File: src/rtl/tmds_timing_pkg.sv
// rtl/tmds_timing_pkg.sv - shared types and 640x480@60 defaults for the TMDS timing controller
package tmds_timing_pkg;

  localparam int CNT_W = 12;

  localparam int unsigned DEF_H_ACTIVE  = 640;
  localparam int unsigned DEF_H_FP      = 16;
  localparam int unsigned DEF_H_SYNC    = 96;
  localparam int unsigned DEF_H_BP      = 48;
  localparam int unsigned DEF_V_ACTIVE  = 480;
  localparam int unsigned DEF_V_FP      = 10;
  localparam int unsigned DEF_V_SYNC    = 2;
  localparam int unsigned DEF_V_BP      = 33;
  localparam bit          DEF_HSYNC_POL = 1'b0;
  localparam bit          DEF_VSYNC_POL = 1'b0;
  localparam int          DEF_FETCH_LAT = 2;

  typedef enum logic {
    ST_IDLE = 1'b0,
    ST_RUN  = 1'b1
  } state_t;

  // Inclusive window test; an empty window (hi < lo) never matches.
  function automatic logic in_window(input logic [CNT_W-1:0] pos,
                                     input int unsigned lo,
                                     input int unsigned hi);
    return (32'(pos) >= lo) && (32'(pos) <= hi);
  endfunction

endpackage

File: src/rtl/tmds_timing_ctrl_delay_line.sv
// rtl/tmds_timing_ctrl_delay_line.sv - fixed-depth shift register aligning control bits with fetched pixel data
module ctrl_delay_line #(
  parameter int               DEPTH     = 2,
  parameter int               WIDTH     = 3,
  parameter logic [WIDTH-1:0] RESET_VAL = '0
) (
  input  logic             i_clk,
  input  logic             i_rst_n,
  input  logic [WIDTH-1:0] i_data,
  output logic [WIDTH-1:0] o_data
);

  logic [WIDTH-1:0] r_pipe [DEPTH];

  always_ff @(posedge i_clk or negedge i_rst_n) begin
    if (!i_rst_n) begin
      for (int i = 0; i < DEPTH; i++) r_pipe[i] <= RESET_VAL;
    end else begin
      r_pipe[0] <= i_data;
      for (int i = 1; i < DEPTH; i++) r_pipe[i] <= r_pipe[i-1];
    end
  end

  assign o_data = r_pipe[DEPTH-1];

endmodule

File: src/rtl/tmds_timing_ctrl.sv
// rtl/tmds_timing_ctrl.sv - video timing generator feeding the three TMDS encoders
// Counters run on frame boundaries only; ACTIVE/HSYNC/VSYNC trail PIX_REQ by FETCH_LAT cycles.
module tmds_timing_ctrl
  import tmds_timing_pkg::*;
#(
  parameter int unsigned H_ACTIVE  = DEF_H_ACTIVE,
  parameter int unsigned H_FP      = DEF_H_FP,
  parameter int unsigned H_SYNC    = DEF_H_SYNC,
  parameter int unsigned H_BP      = DEF_H_BP,
  parameter int unsigned V_ACTIVE  = DEF_V_ACTIVE,
  parameter int unsigned V_FP      = DEF_V_FP,
  parameter int unsigned V_SYNC    = DEF_V_SYNC,
  parameter int unsigned V_BP      = DEF_V_BP,
  parameter bit          HSYNC_POL = DEF_HSYNC_POL,
  parameter bit          VSYNC_POL = DEF_VSYNC_POL,
  parameter int          FETCH_LAT = DEF_FETCH_LAT
) (
  input  logic             i_pixel_clk,
  input  logic             i_reset_n,
  input  logic             i_enable,
  output logic             o_pix_req,
  output logic [CNT_W-1:0] o_pix_x,
  output logic [CNT_W-1:0] o_pix_y,
  output logic             o_active,
  output logic             o_hsync,
  output logic             o_vsync,
  output logic             o_frame_start,
  output logic             o_line_start,
  output logic             o_running
);

  localparam int unsigned H_TOTAL  = H_ACTIVE + H_FP + H_SYNC + H_BP;
  localparam int unsigned V_TOTAL  = V_ACTIVE + V_FP + V_SYNC + V_BP;
  localparam int unsigned HS_FIRST = H_ACTIVE + H_FP;
  localparam int unsigned HS_LAST  = HS_FIRST + H_SYNC - 1;
  localparam int unsigned VS_FIRST = V_ACTIVE + V_FP;
  localparam int unsigned VS_LAST  = VS_FIRST + V_SYNC - 1;
  localparam logic [CNT_W-1:0] H_LAST = CNT_W'(H_TOTAL - 1);
  localparam logic [CNT_W-1:0] V_LAST = CNT_W'(V_TOTAL - 1);
  localparam logic [2:0] CTRL_IDLE = {1'b0, ~HSYNC_POL, ~VSYNC_POL};

  if (H_TOTAL > 4096 || V_TOTAL > 4096) begin : g_bad_total
    $error("tmds_timing_ctrl: H_TOTAL/V_TOTAL must not exceed 4096");
  end
  if (FETCH_LAT < 1 || FETCH_LAT > 8) begin : g_bad_lat
    $error("tmds_timing_ctrl: FETCH_LAT must be in 1..8");
  end
  if (H_ACTIVE < 1 || V_ACTIVE < 1) begin : g_bad_active
    $error("tmds_timing_ctrl: active area must be non-empty");
  end

  state_t           r_state;
  logic [CNT_W-1:0] r_h;
  logic [CNT_W-1:0] r_v;
  logic             r_pix_req;
  logic [CNT_W-1:0] r_pix_x;
  logic [CNT_W-1:0] r_pix_y;
  logic             r_frame_start;
  logic             r_line_start;
  logic             r_running;
  logic             r_hsync;
  logic             r_vsync;

  logic             w_run;
  logic             w_act;
  logic             w_hs;
  logic             w_vs;
  logic             w_h_wrap;
  logic             w_v_wrap;
  logic [2:0]       w_dly;

  assign w_run    = (r_state == ST_RUN);
  assign w_act    = w_run && in_window(r_h, 0, H_ACTIVE - 1) && in_window(r_v, 0, V_ACTIVE - 1);
  assign w_hs     = w_run && in_window(r_h, HS_FIRST, HS_LAST);
  assign w_vs     = w_run && in_window(r_v, VS_FIRST, VS_LAST);
  assign w_h_wrap = (r_h == H_LAST);
  assign w_v_wrap = (r_v == V_LAST);

  // ENABLE is only looked at in IDLE and on the final cycle of a frame.
  always_ff @(posedge i_pixel_clk or negedge i_reset_n) begin
    if (!i_reset_n) begin
      r_state       <= ST_IDLE;
      r_h           <= '0;
      r_v           <= '0;
      r_pix_req     <= 1'b0;
      r_pix_x       <= '0;
      r_pix_y       <= '0;
      r_frame_start <= 1'b0;
      r_line_start  <= 1'b0;
      r_running     <= 1'b0;
      r_hsync       <= ~HSYNC_POL;
      r_vsync       <= ~VSYNC_POL;
    end else begin
      case (r_state)
        ST_IDLE: begin
          r_h <= '0;
          r_v <= '0;
          if (i_enable) r_state <= ST_RUN;
        end
        ST_RUN: begin
          if (w_h_wrap) begin
            r_h <= '0;
            if (w_v_wrap) begin
              r_v <= '0;
              if (!i_enable) r_state <= ST_IDLE;
            end else begin
              r_v <= r_v + 1'b1;
            end
          end else begin
            r_h <= r_h + 1'b1;
          end
        end
        default: r_state <= ST_IDLE;
      endcase

      r_pix_req     <= w_act;
      r_pix_x       <= w_act ? r_h : '0;
      r_pix_y       <= w_act ? r_v : '0;
      r_frame_start <= w_run && (r_h == '0) && (r_v == '0);
      r_line_start  <= w_act && (r_h == '0);
      r_running     <= w_run;
      r_hsync       <= w_hs ? HSYNC_POL : ~HSYNC_POL;
      r_vsync       <= w_vs ? VSYNC_POL : ~VSYNC_POL;
    end
  end

  ctrl_delay_line #(
    .DEPTH     (FETCH_LAT),
    .WIDTH     (3),
    .RESET_VAL (CTRL_IDLE)
  ) u_ctrl_dly (
    .i_clk   (i_pixel_clk),
    .i_rst_n (i_reset_n),
    .i_data  ({r_pix_req, r_hsync, r_vsync}),
    .o_data  (w_dly)
  );

  assign o_pix_req     = r_pix_req;
  assign o_pix_x       = r_pix_x;
  assign o_pix_y       = r_pix_y;
  assign o_frame_start = r_frame_start;
  assign o_line_start  = r_line_start;
  assign o_running     = r_running;
  assign o_active      = w_dly[2];
  assign o_hsync       = w_dly[1];
  assign o_vsync       = w_dly[0];

endmodule

File: config.mk
export PLATFORM = sky130hd
export DESIGN_NAME = tmds_timing_ctrl
export DESIGN_NICKNAME = d
export VERILOG_FILES = /design/src/rtl/tmds_timing_pkg.sv /design/src/rtl/tmds_timing_ctrl_delay_line.sv /design/src/rtl/tmds_timing_ctrl.sv
export SDC_FILE = /design/constraint.sdc
export NUM_CORES = 1
export LEC_CHECK = 0
export CAP_MARGIN = 5
export CORE_ASPECT_RATIO = 0.5
export CORE_MARGIN = 3
export CORE_UTILIZATION = 45
export CTS_CLUSTER_SIZE = 14
export DETAILED_ROUTE_END_ITERATION = 10
export GPL_TIMING_DRIVEN = 0
export PLACE_DENSITY = 0.68
export SYNTH_ARGS = -nofsm -noshare
export SYNTH_HDL_FRONTEND = slang
export SYNTH_SLANG_ARGS = --single-unit
export TNS_END_PERCENT = 10
File: constraint.sdc
create_clock -name i_pixel_clk -period 2.2 [get_ports i_pixel_clk]
set_input_delay 0.66 -clock i_pixel_clk [delete_from_list [all_inputs] [get_ports i_pixel_clk]]
set_output_delay 0.66 -clock i_pixel_clk [all_outputs]
set_load 0.01 [all_outputs]
==> reports/summary.log, run 1 <==
qor: finish.layout-drive-gt1-share 0.176
qor: timing.final.setup.tns 0 ns
qor: logic_synthesis.syn_inst 225
qor: logic_synthesis.synth_seq_cells 61
qor: timing.headroom_to_the_max_slew_limit 0.486
qor: logic_synthesis.ys.warnings.count 0
qor: pwr.ir_drop 689 uV
qor: logic_synthesis.post-synth-top-area-cell sky130_fd_sc_hd__dfrtp_1
qor: detailed_routing.postRouteAntennaNets 0
qor: critical_path.timing.critical_path.cells inv_1, ha_1, and2b_2, a41oi_1, a21oi_1, a21boi_0
qor: timing.fmaxAchievable 494 MHz
qor: cts.ctsLongestPathBuffers 2
qor: critical_path.critPathCaptureType flop
qor: floorplanning.ioPinCount 34
qor: timing.timing.final.max_slew_violations 0
qor: finish.finalNetCount 283
qor: global_routing.grt_start_max_net_pins 34
qor: place.placement.cell_area 3090 sq um
qor: cts.insertion_delay 0.33 ns
qor: global_routing.grt_pass1_vias 1856
qor: floorplanning.die_x 114 um
qor: detailed_routing.route.detailed.drc 0
qor: cts.htree_levels 3
qor: detailed_routing.routed_wl 5130 um
qor: cts.tritoncts.num_buffers 9
qor: timing.min_period 2.02 ns
qor: finish.commonest_non_fill_non_tap_cell_in_the_layout sky130_fd_sc_hd__dfrtp_1
qor: pwr.power_leakage 1.48 nW
qor: critical_path.cp.required 2.44 ns
qor: detailed_routing.detail_route.wl_per_cell 14.6 um
qor: logic_synthesis.synth_top_area_frac 0.522
qor: global_routing.grt_remaining_overflow 0
qor: logic_synthesis.ys_dominant_reg_cell sky130_fd_sc_hd__dfrtp_1
qor: global_routing.track_usage 0.168
qor: logic_synthesis.ys_seq_area_frac 0.582
qor: critical_path.cpPeakStageDelay 0.63 ns
qor: cts.cts_tree built
qor: floorplanning.fp.dieArea 6870 sq um
qor: critical_path.cpMaxStageDelayCell sky130_fd_sc_hd__a41oi_1
qor: timing.finalSetupViolations 0
qor: status.outcome complete, no violations
qor: finish.antenna_cells_inserted 0
qor: floorplanning.start_util 0.474
qor: timing.rsz0062_at_grt no
qor: global_routing.global_route_wire_length_before_repair 8760 um
qor: run.count_of_maximum_capacitance_violations 0
qor: detailed_routing.drt-pass1-iter-count 4
qor: critical_path.crit_type reg2reg
qor: detailed_routing.detail_route.vias_per_cell 5.25
qor: floorplanning.height_of_the_die 60.1 um
qor: logic_synthesis.number_of_synthesized_flops_with_an_enable_pin 0
qor: logic_synthesis.synth_cell_type_count 57
qor: critical_path.timing.critical_path.fanout_max 7
qor: hold_path.path_type_of_the_worst_min_delay_path reg2reg
qor: critical_path.critical_path_buf_inv_count 1
qor: pwr.totalPowerFinal 3.33 mW
qor: cts.clkTransAtPathRegs 0.05 ns
qor: detailed_routing.routed-via-count 1848
qor: cts.post_cts_resize_count 0
qor: timing.post-route-period-util 0.920
qor: detailed_routing.first_iter_violations 67
qor: cts.clock_tree.root_cell sky130_fd_sc_hd__clkbuf_16
qor: critical_path.crit_path_start_kind flop
qor: finish.flow.area_growth_from_synthesis 29.7%
qor: pwr.powerDensity 974 nW/um^2
qor: critical_path.reg2reg_setup_slack 0.18 ns
qor: timing.hold-worst-slack 0.345 ns
qor: place.place.gp.congestion 0.864
qor: logic_synthesis.synth_top_cells_by_area sky130_fd_sc_hd__dfrtp_1 52%, sky130_fd_sc_hd__dfstp_2 6.0%, sky130_fd_sc_hd__and2_1 4.3%, sky130_fd_sc_hd__ha_1 2.8%, sky130_fd_sc_hd__xor2_1 2.7%
qor: logic_synthesis.async_reset_ff_frac 1.00
qor: finish.highest_count_cells_in_the_layout_ignoring_fill_and_taps 55 x sky130_fd_sc_hd__dfrtp_1, 32 x sky130_fd_sc_hd__clkdlybuf4s50_1, 18 x sky130_fd_sc_hd__and2_1
qor: cts.cts_hold_repair.buffers 0
qor: logic_synthesis.synth_area 2640 sq um
qor: place.numPlacedInstances 336
qor: timing.final_hold_viol_count 0
qor: cts.numClockSinks 61
qor: floorplanning.fp_rows 19
qor: timing.max_slew.worst_pin.slew 0.761 ns
qor: critical_path.critical_path.top_delay_family compound AO/OA/AOI/OAI gates
qor: global_routing.grt_antenna_before_repair 0
qor: logic_synthesis.average_cell_area_after_synthesis 11.7 sq um
qor: timing.clock-skew-final 0.00535 ns
qor: place.post-dp-hpwl 3480 um
qor: critical_path.worstPathArrival 2.27 ns
qor: finish.finalInstanceArea 3420 sq um
qor: cts.post-cts-setup-buffers 0
qor: finish.post_layout_nonfiller_instances 352
qor: place.io_buffers 33
qor: floorplanning.core-area 5560 sq um
-- kinds of logic (layout without fill, tap and decap cells) --
kind of cell / count (synthesis) / count (layout) / synth area share
XOR/XNOR: 11 / 11 / 0.0365
other: 1 / 5 / 0.00142
flip-flops: 61 / 61 / 0.582
AND/OR/NAND/NOR: 95 / 95 / 0.235
adder cells (fa/ha/maj): 6 / 6 / 0.0285
buffers and inverters: 20 / 70 / 0.0337
AO/OA/AOI/OAI: 31 / 31 / 0.0835
-- report_power, final --
group / switching (mW) / leakage (nW) / total [mW] / internal (mW)
Combinational: 0.246 / 0.556 / 0.493 / 0.246
Clock: 0.483 / 0.158 / 1.50 / 1.02
Sequential: 0.0885 / 0.766 / 1.34 / 1.25
-- cell type report --
class	count	area, sq um
Buffer	8	43.8
Clock buffer	10	239
Clock inverter	6	86.3
Fill cell	451	2140
Inverter	12	45.0
Multi-Input combinational cell	148	1040
Sequential cell	61	1530
Tap cell	73	91.3
Timing Repair Buffer	34	345
-- worst paths after layout --
kind,startpoint,to,cells past startpoint
setup reg to reg,r_v[0]$_DFFE_PN0P_,r_v[5]$_DFFE_PN0P_,6
hold / removal,u_ctrl_dly.r_pipe[5]$_DFF_PN0_,u_ctrl_dly.o_data[2]$_DFF_PN0_,0
max in group asynchronous,i_reset_n,u_ctrl_dly.o_data[1]$_DFF_PN1_,2
setup / recovery,r_v[0]$_DFFE_PN0P_,r_v[5]$_DFFE_PN0P_,6
min in group asynchronous,i_reset_n,r_h[3]$_DFF_PN0_,1
hold reg to reg,u_ctrl_dly.r_pipe[5]$_DFF_PN0_,u_ctrl_dly.o_data[2]$_DFF_PN0_,0
-- per-stage QoR --
stage / setup WS [ns] / util
floorplan: 0.464 / -
global placement: -1.39 / 0.553
detailed placement: 0.0701 / 0.555
CTS: 0.0272 / 0.614
global route: 0.0292 / 0.615
finish: 0.176 / 0.615
-- sequential cells by signal, summed over array words and instances (netlist names), 3 cells and up --
register	cells
u_ctrl_dly.o_data	3
r_h	12
u_ctrl_dly.r_pipe	3
o_pix_y	12
o_pix_x	12
r_v	12
-- metal layers --
metal / vias to the layer above / wire length (um) / global-route usage
met2: 33 / 2430 / 0.269
li1: 883 / - / -
met3: 10 / 214 / 0.0597
met4: 0 / 93 / 0.0778
met5: - / 0 / 0
met1: 922 / 2400 / 0.208
-- synth_stat cells, types with 2 or more instances --
| master | n |
|---|---|
| sky130_fd_sc_hd__nand3_1 | 9 |
| sky130_fd_sc_hd__or3_1 | 3 |
| sky130_fd_sc_hd__or4_1 | 3 |
| sky130_fd_sc_hd__nor4_1 | 2 |
| sky130_fd_sc_hd__ha_1 | 6 |
| sky130_fd_sc_hd__nand2_1 | 11 |
| sky130_fd_sc_hd__a41oi_1 | 2 |
| sky130_fd_sc_hd__dfrtp_1 | 55 |
| sky130_fd_sc_hd__nand4_1 | 4 |
| sky130_fd_sc_hd__and3_2 | 2 |
| sky130_fd_sc_hd__and2_1 | 18 |
| sky130_fd_sc_hd__and3_1 | 2 |
| sky130_fd_sc_hd__a21oi_1 | 6 |
| sky130_fd_sc_hd__o21ai_0 | 6 |
| sky130_fd_sc_hd__inv_1 | 12 |
| sky130_fd_sc_hd__xnor2_1 | 3 |
| sky130_fd_sc_hd__nor3_1 | 2 |
| sky130_fd_sc_hd__buf_2 | 5 |
| sky130_fd_sc_hd__and4_1 | 3 |
| sky130_fd_sc_hd__xor2_1 | 8 |
| sky130_fd_sc_hd__o211ai_1 | 2 |
| sky130_fd_sc_hd__nor2_1 | 16 |
| sky130_fd_sc_hd__nor3b_1 | 3 |
| sky130_fd_sc_hd__o31ai_1 | 3 |
| sky130_fd_sc_hd__dfstp_2 | 6 |
| sky130_fd_sc_hd__nand4_4 | 2 |
No activity file was read; power rests on OpenSTA's default activity.
==> run 2: changes to the inputs <==
--- a/config.mk
+++ b/config.mk
@@ -9,7 +9,7 @@
 export CORE_ASPECT_RATIO = 0.5
 export CORE_MARGIN = 3
 export CORE_UTILIZATION = 45
-export CTS_CLUSTER_SIZE = 14
+export CTS_CLUSTER_SIZE = 8
 export DETAILED_ROUTE_END_ITERATION = 10
 export GPL_TIMING_DRIVEN = 0
 export PLACE_DENSITY = 0.68
==> constraint.sdc (replaced) <==
create_clock -name i_pixel_clk -period 1.9 [get_ports i_pixel_clk]
set_input_delay 0.57 -clock i_pixel_clk [delete_from_list [all_inputs] [get_ports i_pixel_clk]]
set_output_delay 0.57 -clock i_pixel_clk [all_outputs]
set_load 0.01 [all_outputs]
==> reports/summary.log, run 2 (same netlist as run 1, synthesis figures left out) <==
qor: status.outcome complete, no violations
qor: floorplanning.core-area 5560 sq um
qor: finish.flow.area_growth_from_synthesis 32.8%
qor: finish.commonest_non_fill_non_tap_cell_in_the_layout sky130_fd_sc_hd__dfrtp_1
qor: critical_path.timing.critical_path.fanout_max 8
qor: timing.clock-skew-final 0.00520 ns
qor: cts.ctsLongestPathBuffers 2
qor: timing.finalSetupViolations 0
qor: critical_path.cpPeakStageDelay 0.43 ns
qor: detailed_routing.postRouteAntennaNets 0
qor: cts.htree_levels 3
qor: timing.hold-worst-slack 0.289 ns
qor: global_routing.grt_pass1_vias 1870
qor: finish.post_layout_nonfiller_instances 354
qor: floorplanning.fp_rows 19
qor: place.place.gp.congestion 0.864
qor: cts.cts_hold_repair.buffers 0
qor: pwr.power_leakage 1.50 nW
qor: critical_path.cp.required 2.14 ns
qor: critical_path.timing.critical_path.cells ha_4, and3_1, buf_4, nand4_4, or2_0, buf_2, o31ai_2
qor: global_routing.global_route_wire_length_before_repair 8810 um
qor: global_routing.grt_antenna_before_repair 0
qor: place.placement.cell_area 3090 sq um
qor: floorplanning.ioPinCount 34
qor: floorplanning.die_x 114 um
qor: critical_path.worstPathArrival 2.05 ns
qor: timing.fmaxAchievable 552 MHz
qor: detailed_routing.routed-via-count 1872
qor: critical_path.critPathCaptureType flop
qor: detailed_routing.route.detailed.drc 0
qor: timing.headroom_to_the_max_slew_limit 0.539
qor: critical_path.critical_path.top_delay_family simple AND/OR/NAND/NOR gates
qor: critical_path.timing.rr.end r_v[4]$_DFFE_PN0P_
qor: cts.insertion_delay 0.33 ns
qor: pwr.ir_drop 796 uV
qor: timing.post-route-period-util 0.954
qor: detailed_routing.detail_route.vias_per_cell 5.29
qor: detailed_routing.drt-pass1-iter-count 4
qor: timing.max_slew.worst_pin.slew 0.692 ns
qor: place.post-dp-hpwl 3480 um
qor: critical_path.worst-r2r-cell-count 7
qor: floorplanning.fp.dieArea 6870 sq um
qor: detailed_routing.detail_route.wl_per_cell 14.8 um
qor: critical_path.crit_type reg2reg
qor: timing.min_period 1.81 ns
qor: place.numPlacedInstances 336
qor: cts.numClockSinks 61
qor: cts.clock_tree.root_cell sky130_fd_sc_hd__clkbuf_16
qor: finish.antenna_cells_inserted 0
qor: pwr.powerDensity 1120 nW/um^2
qor: finish.finalNetCount 285
qor: finish.layout-drive-gt1-share 0.210
qor: cts.cts_tree built
qor: critical_path.crit-reg2reg-launch r_h[0]$_DFF_PN0_
qor: global_routing.track_usage 0.169
qor: critical_path.cpMaxStageDelayCell sky130_fd_sc_hd__dfrtp_2
qor: cts.clkTransAtPathRegs 0.05 ns
qor: timing.final.setup.tns 0 ns
qor: run.count_of_maximum_capacitance_violations 0
qor: global_routing.grt_remaining_overflow 0
qor: critical_path.reg2reg_setup_slack 0.09 ns
qor: timing.timing.final.max_slew_violations 0
qor: timing.final_hold_viol_count 0
qor: hold_path.path_type_of_the_worst_min_delay_path in2async
qor: finish.highest_count_cells_in_the_layout_ignoring_fill_and_taps 51 x sky130_fd_sc_hd__dfrtp_1, 30 x sky130_fd_sc_hd__clkdlybuf4s50_1, 18 x sky130_fd_sc_hd__and2_1
qor: critical_path.critical_path_buf_inv_count 2
qor: global_routing.grt_start_max_net_pins 34
qor: floorplanning.height_of_the_die 60.1 um
qor: finish.finalInstanceArea 3500 sq um
qor: cts.tritoncts.num_buffers 9
qor: floorplanning.start_util 0.474
qor: place.io_buffers 33
qor: detailed_routing.routed_wl 5250 um
qor: detailed_routing.first_iter_violations 66
qor: critical_path.crit_path_start_kind flop
==> run 2: layout make-up <==
| type | count | area, sq um |
|---|---|---|
| repair buffers | 36 | 358 |
| inverters | 12 | 45.0 |
| fillers | 435 | 2060 |
| flip-flops and latches | 61 | 1540 |
| plain buffers | 8 | 43.8 |
| multi-input cells | 148 | 1100 |
| clock buffers | 10 | 239 |
| clock inverters | 6 | 86.3 |
| well taps | 73 | 91.3 |
==> run 2: timing repair <==
item | CTS | global route
setup endpoints to repair | 23 | 27
cloned | 0 | 0
pin swaps | 0 | 1
buffers inserted | 0 | 2
resized for setup | 9 | 8
==> run 2: power breakdown <==
group	switching, mW	internal, mW
Sequential	0.110	1.45
Combinational	0.310	0.303
Clock	0.562	1.18
Total	0.983	2.93
==> run 2: metal layers <==
layer,vias up,global-route usage,routed length (um)
met5,-,0,0
met4,0,0.0778,108
met3,12,0.0597,245
met2,46,0.272,2480
met1,927,0.208,2420
li1,887,-,-
==> run 2: worst max-delay path by stage <==
stage,startpoint,slack (ns),endpoint,depth (start not counted)
detailed placement,r_h[0]$_DFF_PN0_,-0.23,r_v[8]$_DFFE_PN0P_,7
global route,r_state$_DFF_PN0_,-0.006,r_v[10]$_DFFE_PN0P_,4
finish,r_h[0]$_DFF_PN0_,0.09,r_v[4]$_DFFE_PN0P_,7
CTS,r_h[1]$_DFF_PN0_,-0.01,r_v[4]$_DFFE_PN0P_,7
floorplan,r_h[0]$_DFF_PN0_,0.16,r_v[3]$_DFFE_PN0P_,7
global placement,i_reset_n,-1.60,o_pix_y[7]$_DFF_PN0_,1
==> run 2: stage by stage <==
| stage | setup slack [ns] | power [mW] | util |
|---|---|---|---|
| 6_report | 0.0875 | 3.91 | 0.630 |
| 5_1_grt | -0.00593 | 4.08 | 0.630 |
| 4_1_cts | -0.00966 | 3.91 | 0.621 |
| 3_5_place_dp | -0.230 | 2.14 | 0.555 |
| 3_3_place_gp | -1.60 | 2.12 | 0.553 |
| 2_1_floorplan | 0.164 | 1.88 | - |
==> run 3: changes to the inputs <==
--- a/config.mk
+++ b/config.mk
@@ -11,7 +11,6 @@
 export CORE_UTILIZATION = 45
 export CTS_CLUSTER_SIZE = 8
 export DETAILED_ROUTE_END_ITERATION = 10
-export GPL_TIMING_DRIVEN = 0
 export PLACE_DENSITY = 0.68
 export SYNTH_ARGS = -nofsm -noshare
 export SYNTH_HDL_FRONTEND = slang
==> reports/summary.log, run 3 (same netlist as run 1, synthesis figures left out) <==
qor: status.outcome complete, no violations
qor: timing.post-route-period-util 0.934
qor: cts.cts_hold_repair.buffers 0
qor: global_routing.track_usage 0.175
qor: place.io_buffers 33
qor: place.place.gp.congestion 0.835
qor: detailed_routing.detail_route.vias_per_cell 5.20
qor: finish.antenna_cells_inserted 0
qor: timing.timing.final.max_slew_violations 0
qor: critical_path.timing.rr.end r_v[10]$_DFFE_PN0P_
qor: place.worst_slack_at_placement 0.135 ns
qor: cts.ctsLongestPathBuffers 2
qor: global_routing.grt_antenna_before_repair 0
qor: pwr.power_leakage 1.52 nW
qor: floorplanning.fp.dieArea 6870 sq um
qor: finish.flow.area_growth_from_synthesis 31.7%
qor: detailed_routing.routed-via-count 1857
qor: critical_path.critPathCaptureType flop
qor: timing.final.setup.tns 0 ns
qor: pwr.powerDensity 1120 nW/um^2
qor: run.count_of_maximum_capacitance_violations 0
qor: floorplanning.core-area 5560 sq um
qor: cts.htree_levels 3
qor: critical_path.crit_path_start_kind flop
qor: floorplanning.height_of_the_die 60.1 um
qor: timing.fmaxAchievable 564 MHz
qor: detailed_routing.route.detailed.drc 0
qor: detailed_routing.postRouteAntennaNets 0
qor: floorplanning.ioPinCount 34
qor: floorplanning.start_util 0.474
qor: critical_path.worstPathArrival 2.01 ns
qor: cts.insertion_delay 0.32 ns
qor: hold_path.path_type_of_the_worst_min_delay_path in2async
qor: global_routing.grt_start_max_net_pins 49
qor: finish.commonest_non_fill_non_tap_cell_in_the_layout sky130_fd_sc_hd__dfrtp_1
qor: cts.numClockSinks 61
qor: finish.layout-drive-gt1-share 0.190
qor: critical_path.cp.required 2.14 ns
qor: finish.finalNetCount 288
qor: timing.finalSetupViolations 0
qor: floorplanning.die_x 114 um
qor: detailed_routing.first_iter_violations 92
qor: cts.clkTransAtPathRegs 0.05 ns
qor: cts.post-cts-setup-buffers 0
qor: detailed_routing.detail_route.wl_per_cell 14.8 um
qor: critical_path.reg2reg_setup_slack 0.13 ns
qor: critical_path.worst_setup_path_startpoint r_h[0]$_DFF_PN0_
qor: detailed_routing.routed_wl 5280 um
qor: timing.final_hold_viol_count 0
qor: timing.clock-skew-final 0.00633 ns
qor: timing.setup_ws 0.126 ns
qor: cts.tritoncts.num_buffers 9
qor: global_routing.grt_pass1_vias 1800
qor: global_routing.global_route_wire_length_before_repair 9070 um
qor: place.post-dp-hpwl 3540 um
qor: critical_path.timing.critical_path.fanout_max 8
qor: finish.highest_count_cells_in_the_layout_ignoring_fill_and_taps 55 x sky130_fd_sc_hd__dfrtp_1, 30 x sky130_fd_sc_hd__clkdlybuf4s50_1, 18 x sky130_fd_sc_hd__and2_1
qor: global_routing.grt_remaining_overflow 0
qor: cts.clock_tree.root_cell sky130_fd_sc_hd__clkbuf_16
qor: cts.cts_tree built
qor: critical_path.crit_type reg2reg
qor: critical_path.worst-r2r-cell-count 5
qor: pwr.ir_drop 756 uV
qor: critical_path.crit-reg2reg-launch r_h[0]$_DFF_PN0_
qor: timing.rsz0062_at_grt no
qor: detailed_routing.drt-pass1-iter-count 4
qor: floorplanning.fp_rows 19
qor: timing.min_period 1.77 ns
run 3: cell type report:
cell class                 count  area [sq um]
clock buffer                  12           256
inverter                      12          45.0
multi-input combinational    148          1040
fill                         450          2090
clock inverter                 4          70.1
tap                           73          91.3
timing repair buffer          47           440
sequential                    61          1530
run 3: critical path: stages (launching register included):
cell                       delay, ns
sky130_fd_sc_hd__dfrtp_1        0.44
sky130_fd_sc_hd__ha_1           0.19
sky130_fd_sc_hd__and3_1         0.28
sky130_fd_sc_hd__nand4_4        0.18
sky130_fd_sc_hd__or4_1          0.51
sky130_fd_sc_hd__o211ai_1       0.10
run 3: where the power goes:
group / switching, mW / internal, mW / leakage (nW)
sequential: 0.143 / 1.45 / 0.766
combinational: 0.254 / 0.291 / 0.587
clock: 0.537 / 1.21 / 0.163
run 3: per-layer routing:
layer / track usage / vias to the layer above / part of all wire
met3: 0.0576 / 4 / 0.042
met1: 0.233 / 918 / 0.48
met5: 0 / - / 0
met2: 0.276 / 47 / 0.48
met4: 0.0525 / 0 / 0.0057
li1: - / 888 / -
run 3: stage by stage:
stage               cell area (sq um)  utilization  cells  hold slack (ns)  power [mW]
floorplan                        2650            -    229            0.274        1.88
global placement                 3140        0.565    341            0.333        2.14
detailed placement               3140        0.565    341            0.347        2.16
CTS                              3470        0.623    357            0.141        3.93
global route                     3470        0.625    357            0.154        4.09
finish                           3470        0.625    357            0.140        3.89
run 3: worst max-delay path by stage:
stage,endpoint,slack (ns),cells past startpoint
global route,o_pix_y[5]$_DFF_PN0_,0.02,6
finish,r_v[10]$_DFFE_PN0P_,0.13,5
floorplan,r_v[3]$_DFFE_PN0P_,0.16,7
detailed placement,o_pix_y[5]$_DFF_PN0_,0.14,6
CTS,r_v[5]$_DFFE_PN0P_,0.10,6
global placement,r_v[5]$_DFFE_PN0P_,0.15,6
run 3: repair_timing:
item | in CTS | in global routing
resized for setup | 2 | 3
endpoints found under the setup margin | 2 | 4
hold endpoints to repair | 0 | 0
pin swaps | 0 | 0
